`src/rtl/mp_add_pkg.sv`:
```
// ============================================================================
//  Module  : mp_add_pkg
//  Brief   : Shared types and constants for the byte-serial add sequencer.
//  Revision: 1.0  initial release
// ============================================================================
`default_nettype none

package mp_add_pkg;

    localparam int ADDER_W = 8;

    typedef enum logic [1:0] {
        IDLE = 2'd0,
        RUN  = 2'd1,
        DONE = 2'd2
    } state_t;

    // Byte index must reach NBYTES-1 and still fit for NBYTES=1.
    function automatic int idx_width(input int nbytes);
        return $clog2(nbytes) + 1;
    endfunction

endpackage

`default_nettype wire

```
`src/rtl/mp_add_sequencer.sv`:
```
// ============================================================================
//  Module  : mp_add_sequencer
//  Brief   : Byte-serial multi-precision add/sub controller for an external
//            8-bit adder; carry chains through a register, LSB byte first.
//  Revision: 1.0  initial release
// ============================================================================
`default_nettype none

module mp_add_sequencer
    import mp_add_pkg::*;
#(
    parameter int NBYTES = 4
) (
    input  logic                      clk,
    input  logic                      rst_n,
    input  logic                      req_valid,
    output logic                      req_ready,
    input  logic [ADDER_W*NBYTES-1:0] req_a,
    input  logic [ADDER_W*NBYTES-1:0] req_b,
    input  logic                      req_cin,
    input  logic                      req_sub,
    output logic                      rsp_valid,
    input  logic                      rsp_ready,
    output logic [ADDER_W*NBYTES-1:0] rsp_sum,
    output logic                      rsp_cout,
    output logic                      rsp_ovf,
    output logic [ADDER_W-1:0]        add_a,
    output logic [ADDER_W-1:0]        add_b,
    output logic                      add_cin,
    input  logic [ADDER_W-1:0]        add_sum,
    input  logic                      add_cout
);

    localparam int DATA_W = ADDER_W * NBYTES;
    localparam int IDX_W  = idx_width(NBYTES);
    localparam logic [IDX_W-1:0] LAST_IDX = IDX_W'(NBYTES - 1);

    state_t              state_q;
    state_t              state_d;
    logic [IDX_W-1:0]    idx_q;
    logic [DATA_W-1:0]   a_q;
    logic [DATA_W-1:0]   b_q;
    logic [DATA_W-1:0]   sum_q;
    logic                carry_q;
    logic                ovf_q;
    logic                live_q;
    logic                accept;
    logic                last_byte;
    logic [IDX_W+2:0]    byte_lsb;

    assign accept    = req_valid && req_ready;
    assign last_byte = (idx_q == LAST_IDX);
    assign byte_lsb  = {idx_q, 3'b000};

    always_ff @(posedge clk) begin
        if (!rst_n) begin
            state_q <= IDLE;
        end else begin
            state_q <= state_d;
        end
    end

    always_comb begin
        state_d = state_q;
        case (state_q)
            IDLE:    if (accept) state_d = RUN;
            RUN:     if (last_byte) state_d = DONE;
            DONE:    if (rsp_ready) state_d = IDLE;
            default: state_d = IDLE;
        endcase
    end

    // live_q keeps req_ready low for the reset edge itself, so it only rises
    // on the first edge after rst_n is released.
    always_comb begin
        req_ready = (state_q == IDLE) && live_q;
        rsp_valid = (state_q == DONE);
        add_a     = '0;
        add_b     = '0;
        add_cin   = 1'b0;
        if (state_q == RUN) begin
            add_a   = a_q[byte_lsb +: ADDER_W];
            add_b   = b_q[byte_lsb +: ADDER_W];
            add_cin = carry_q;
        end
    end

    always_ff @(posedge clk) begin
        if (!rst_n) begin
            idx_q   <= '0;
            a_q     <= '0;
            b_q     <= '0;
            sum_q   <= '0;
            carry_q <= 1'b0;
            ovf_q   <= 1'b0;
            live_q  <= 1'b0;
        end else begin
            live_q <= 1'b1;
            if (accept) begin
                a_q     <= req_a;
                b_q     <= req_sub ? ~req_b : req_b;
                carry_q <= req_cin;
                idx_q   <= '0;
                ovf_q   <= 1'b0;
            end else if (state_q == RUN) begin
                sum_q[byte_lsb +: ADDER_W] <= add_sum;
                carry_q                    <= add_cout;
                idx_q                      <= idx_q + 1'b1;
                if (last_byte) begin
                    ovf_q <= (a_q[DATA_W-1] == b_q[DATA_W-1]) &&
                             (add_sum[ADDER_W-1] != a_q[DATA_W-1]);
                end
            end
        end
    end

    assign rsp_sum  = sum_q;
    assign rsp_cout = carry_q;
    assign rsp_ovf  = ovf_q;

endmodule

`default_nettype wire

```
`config.mk`:
```
export PLATFORM = sky130hd
export DESIGN_NAME = mp_add_sequencer
export DESIGN_NICKNAME = d
export VERILOG_FILES = /design/src/rtl/mp_add_pkg.sv /design/src/rtl/mp_add_sequencer.sv
export SDC_FILE = /design/constraint.sdc
export NUM_CORES = 1
export LEC_CHECK = 0
export BUFFER_PORTS_ARGS = -buffer_cell sky130_fd_sc_hd__buf_2
export CAP_MARGIN = 20
export CELL_PAD_IN_SITES_DETAIL_PLACEMENT = 0
export CELL_PAD_IN_SITES_GLOBAL_PLACEMENT = 1
export CORE_MARGIN = 1.5
export CORE_UTILIZATION = 35
export DETAILED_ROUTE_END_ITERATION = 8
export PLACE_DENSITY = 0.85
export SETUP_SLACK_MARGIN = 0.1
export SLEW_MARGIN = 0
export SYNTH_ARGS = -nofsm -noshare
export SYNTH_HDL_FRONTEND = slang
export SYNTH_SLANG_ARGS = --single-unit
```
`constraint.sdc`:
```
create_clock -name clk -period 2.4 [get_ports clk]
set_input_delay 0.48 -clock clk [delete_from_list [all_inputs] [get_ports clk]]
set_output_delay 0.48 -clock clk [all_outputs]
set_load 0.1 [all_outputs]
```
Yosys cells after proc, flatten, opt, wreduce, memory -nomap -nowiden
Index checks and enable logic that the tools add are counted.

operators by class
  $add $sub $neg = 2
  equal/unequal tests = 8
  shift operators = 4
  mux-type cells = 12
  bitwise gates (word level) = 3
  reductions and logical operators = 9

operator list
  kind                                                                     number
  32-bit by 7-bit variable part select with 8-bit output                   2
  32-bit bitwise mux                                                       1
  32-bit 2-to-1 mux                                                        1
  32-bit inverter                                                          1
  8-bit by 8-bit variable shift with 32-bit output (first input constant)  1
  8-bit by 8-bit variable part select with 32-bit output                   1
  8-bit 2-to-1 mux                                                         2
  6-bit negator with 8-bit output                                          1
  2-bit 2-to-1 mux                                                         3
  2-bit case mux with 3 select lines                                       1
  1-bit 2-to-1 mux                                                         4
  2-bit != test (second input constant)                                    2
  2-bit AND reduction                                                      2
  3-bit by 1-bit adder with 3-bit output (second input constant)           1
  3-bit by 2-bit equality test with 1-bit output (second input constant)   1
  1-bit logical AND                                                        3
  3-bit AND reduction                                                      1
  2-bit by 1-bit equality test with 1-bit output (second input constant)   1
  2-bit equality test (second input constant)                              1
  2-bit zero test                                                          1
  2-bit by 1-bit != test with 1-bit output (second input constant)         1
  1-bit inverter                                                           2
  2-bit nonzero test                                                       1
  2-bit OR reduction                                                       1
  other kinds (2)                                                          2

word-level totals
  flip-flop bits (word level) = 104
  input port bits = 79
  output and inout bits = 53
  word-level logic and storage cells = 46

Depth between registers and ports, before layout
  depth after elaboration = 5
  mapped depth = 10
  depth with buffers taken out = 6

Least setup slack after synthesis
No wires, ideal clock.

  kind = reg-to-output
  start point = register state_q[0]
  end point = output port req_ready
  arrival time = 2621 ps
  required time = 1920 ps
  setup slack = -701 ps
  cell stages (with the launch flop) = 3
  cells stage by stage = dfxtp_1 -> buf_4 -> nor3b_1

on the way
  longest elaborated chain between the ends = 2

RTL lines
  item                      line                    RTL
  start: declaration        mp_add_sequencer.sv:38  state_t state_q;
  start signal: assignment  mp_add_sequencer.sv:59  state_q <= state_d;
  2-bit zero test           mp_add_sequencer.sv:76  req_ready = (state_q == IDLE) && live_q;
  1-bit logical AND         mp_add_sequencer.sv:76
  end: declaration          mp_add_sequencer.sv:17  output logic req_ready,

No other way between the ends.

Worst setup path in the final report
  start point = register idx_q[0]
  end point = output port add_a[7]

on the way
  longest elaborated chain between the ends = 2

RTL lines
  item                                                    line                     RTL
  start: declaration                                      mp_add_sequencer.sv:40   logic [IDX_W-1:0] idx_q;
  start signal: assignment                                mp_add_sequencer.sv:108  idx_q <= idx_q + 1'b1;
  32-bit by 7-bit variable part select with 8-bit output  mp_add_sequencer.sv:82   add_a = a_q[byte_lsb +: ADDER_W];
  8-bit 2-to-1 mux                                        mp_add_sequencer.sv:81   if (state_q == RUN) begin
  end: declaration                                        mp_add_sequencer.sv:27   output logic [ADDER_W-1:0] add_a,

No other way between the ends.

==> metrics.md <==
| Metric | Value |
|---|---|
| Total Routing Usage GR | `16.6%` |
| Post-Place Worst Slack | `0.261 ns` |
| DRC Markers | `0` |
| Post-route ant nets | `0` |
| Die height | `roughly 120 um` |
| R2r setup slk | `around 0.24 ns` |
| WL per Instance | `roughly 15 um` |
| 1st-pass router iterations | `5` |
| Antenna violations before repair | `0` |
| Final Cycle Share | `between 90% and 100%` |
| Antenna cells | `0` |
| Port Buffers | `131` |
| Fin. max-slew vios | `0` |
| Layout Nets | `699` |
| Inst Count DP | `776` |
| Sequential share of the synthesized area | `between 40% and 50%` |
| HP Start | `req_a[7]` |
| Post-Syn Nets | `approximately 580` |
| Core Util, Final | `46.2%` |
| Vias in the first global route | `between 3000 and 4000` |
| Tightest Hold Check Type | `in -> reg` |
| Critical path startpoint category | `register` |
| I/O Pins | `132` |
| Max Fanout on Critical Path | `7` |
| Status | `finished, final reports clean` |
| Worst clock skew | `a little over 0.01 ns` |
| CTS Hold Bufs | `0` |
| Die W | `between 100 and 150 um` |
| Synth area leader | `dfxtp_1` |
| Worst Hold End | `a_q[7]` |
| Leak pwr | `roughly 2.8 nW` |
| Clk sinks | `between 100 and 150` |
| Max Buffers Root-to-Sink | `2` |
| Final setup viols | `0` |
| Vias | `slightly below 4000` |
| Tot Pwr | `just over 4 mW` |
| Post-DP HPWL | `between 8 and 9 mm` |
| First-pass GRT wire length | `approximately 19 mm` |
| Synthesis warning total | `0` |
| CTS tree | `yes` |
| Hold Vio Cnt, Final | `0` |
| Cell count after synthesis | `roughly 500` |
| Crit path required time | `1.92 ns` |
| Crit. End Element | `output pin` |
| Commonest cells after routing, fill and taps aside | `nand2_1 (121), buf_2 (113), dfxtp_1 (102)` |
| Clock Pin Slew Worst Setup and Hold Paths | `roughly 0.070 ns` |
| Max-cap viol count | `0` |
| Synth area leaders | `dfxtp_1 (44%), nand2_1 (9.5%), mux4_2 (7.6%), o211a_1 (6.7%), xnor2_1 (6.1%)` |
| CTS Buf Count | `9` |
| Area grow syn2layout | `28.3%` |
| Site Rows | `42` |
| Non-filler instance count after layout | `between 700 and 800` |
| 1st-iter DRT viols | `roughly 280` |
| Pwr/cell area | `~660 nW/um^2` |
| Starting Density | `roughly 36%` |
| VDD IR max | `roughly 0.31 mV` |
| Critical R2R Launch | `idx_q[0]` |
| Largest net degree at the start of global routing | `57` |
| Flops & latches, synth | `104` |
| Via-to-Cell Ratio | `about 5` |
| Crit Path Class | `reg -> out` |
| Syn avg cell area | `9.57 um^2` |
| Tightest Pin Transition | `0.653 ns` |
| Min Tclk post-route | `2.26 ns` |
| Rel. slew slack | `between 50% and 60%` |
| Routed WL | `around 12 mm` |
| Crit path launch | `idx_q[0]` |
| Fill cells | `about 1300` |
| Fmax | `~440 MHz` |
| RSZ-0062 raised after global routing | `true` |
| Commonest non-fill, non-tap cell in the layout | `nand2_1` |
| Setup TNS | `0 ns` |
| Core Area | `roughly 13000 um^2` |
| Mapped Area | `~4800 um^2` |
| Overflow after GRT | `0` |
| Share of the synthesized area in the top cell type | `43.7%` |
| Clk root buf | `clkbuf_16` |
| R2R Path End | `rsp_sum[16]` |
| Hold Path Depth | `3` |
| H-tree levels | `3` |
| Ratio of cells with drive above 1 in the final layout | `between 30 and 40%` |
| RD Place Congestion | `around 0.8` |
| Worst reg2reg path depth | `8` |
| Fin worst setup slack | `roughly 0.14 ns` |
| Clock Latency Late Sink | `0.34 ns` |
| Die footprint | `between 10000 and 15000 um^2` |
| Worst path arrival time | `~1.8 ns` |
| Count of cell types in the netlist | `37` |
==> sequential cells by signal (all words and copies together) (netlist names) <==
name,cells
a_q,32
b_q,32
idx_q,3
live_q,1
rsp_cout,1
rsp_ovf,1
rsp_sum,32
state_q,2
==> Yosys cell counts <==
library cell,instances
or3b_1,1
buf_4,2
nand4b_4,1
nand2b_1,1
o21ai_0,9
o41ai_1,8
and4b_1,1
o211a_1,32
o2111ai_1,1
clkbuf_2,1
o22ai_1,8
ha_1,6
nor3b_1,1
mux4_2,16
nand4b_1,2
buf_2,14
clkbuf_1,27
nor3_1,1
a211oi_1,1
a21oi_1,3
xnor2_1,33
and2b_1,5
nor2_1,4
mux2i_1,10
inv_1,4
and2_1,2
dfxtp_1,104
nor2b_1,14
nand3_1,24
buf_6,3
nand4bb_1,1
and4bb_2,1
and3b_1,1
nand2_1,121
a311oi_1,1
a21boi_0,33
a22oi_1,1
==> worst max-delay path by stage <==
stage | cells after the start | endpoint | slack, ns
after floorplan | 5 | add_a[0] | -0.52
after global routing | 8 | rsp_sum[19] | 0.08
final | 4 | add_a[7] | 0.14
after detailed placement | 7 | rsp_sum[11] | 0.26
after CTS | 4 | add_b[7] | 0.07
after global placement | 4 | add_a[7] | 0.36
==> worst max-delay path: stages, from the launching register on <==
cell	delay (ns)
dfxtp_4	0.40
buf_12	0.14
mux4_2	0.52
and2b_1	0.20
buf_8	0.17
==> logic make-up after synthesis <==
| kind of cell | count (synthesis) | share of synthesized area, % |
|---|---|---|
| flip-flops | 104 | 43.7 |
| multiplexers | 26 | 9.66 |
| XOR/XNOR | 33 | 6.06 |
| adder cells (fa/ha/maj) | 6 | 1.58 |
| AND/OR/NAND/NOR | 181 | 17.6 |
| buffers and inverters | 51 | 5.04 |
| AO/OA/AOI/OAI | 97 | 16.4 |
==> area by class of cell <==
type                            instances  area, um^2  share of cell area (%)
Inverter                                4        15.0                   0.246
Timing Repair Buffer                  152        1020                    16.7
Sequential cell                       104        2090                    34.1
Tap cell                              176         220                    3.60
Clock inverter                          6        85.1                    1.39
Multi-Input combinational cell        343        2460                    40.2
Clock buffer                            9         225                    3.68
==> metal layers <==
metal  vias up  routed length [um]  global-route usage, %
met3         7                 705                   4.04
li1       1953                   -                      -
met1      1843                5220                   21.3
met4         0                 113                   4.46
met5         -                   0                      0
met2       116                5700                   27.9
==> report_power, final <==
group	total (mW)	switching [mW]	internal, mW
Clock	1.54	0.634	0.905
Sequential	1.85	0.0468	1.81
Combinational	0.641	0.371	0.269
==> metrics by stage <==
stage               instance area [um^2]  hold slack [ns]
floorplan                           4770            0.440
global placement                    5630            0.443
detailed placement                  5630            0.454
CTS                                 6050            0.374
global route                        6110            0.371
finish                              6110            0.382
==> what timing repair did <==
item	in CTS	in global routing
buffers inserted	1	1
setup endpoints to repair	16	27
pin swaps	0	1
cloned	1	0
gates resized for setup	27	17
No activity file was read; power rests on OpenSTA's default activity.
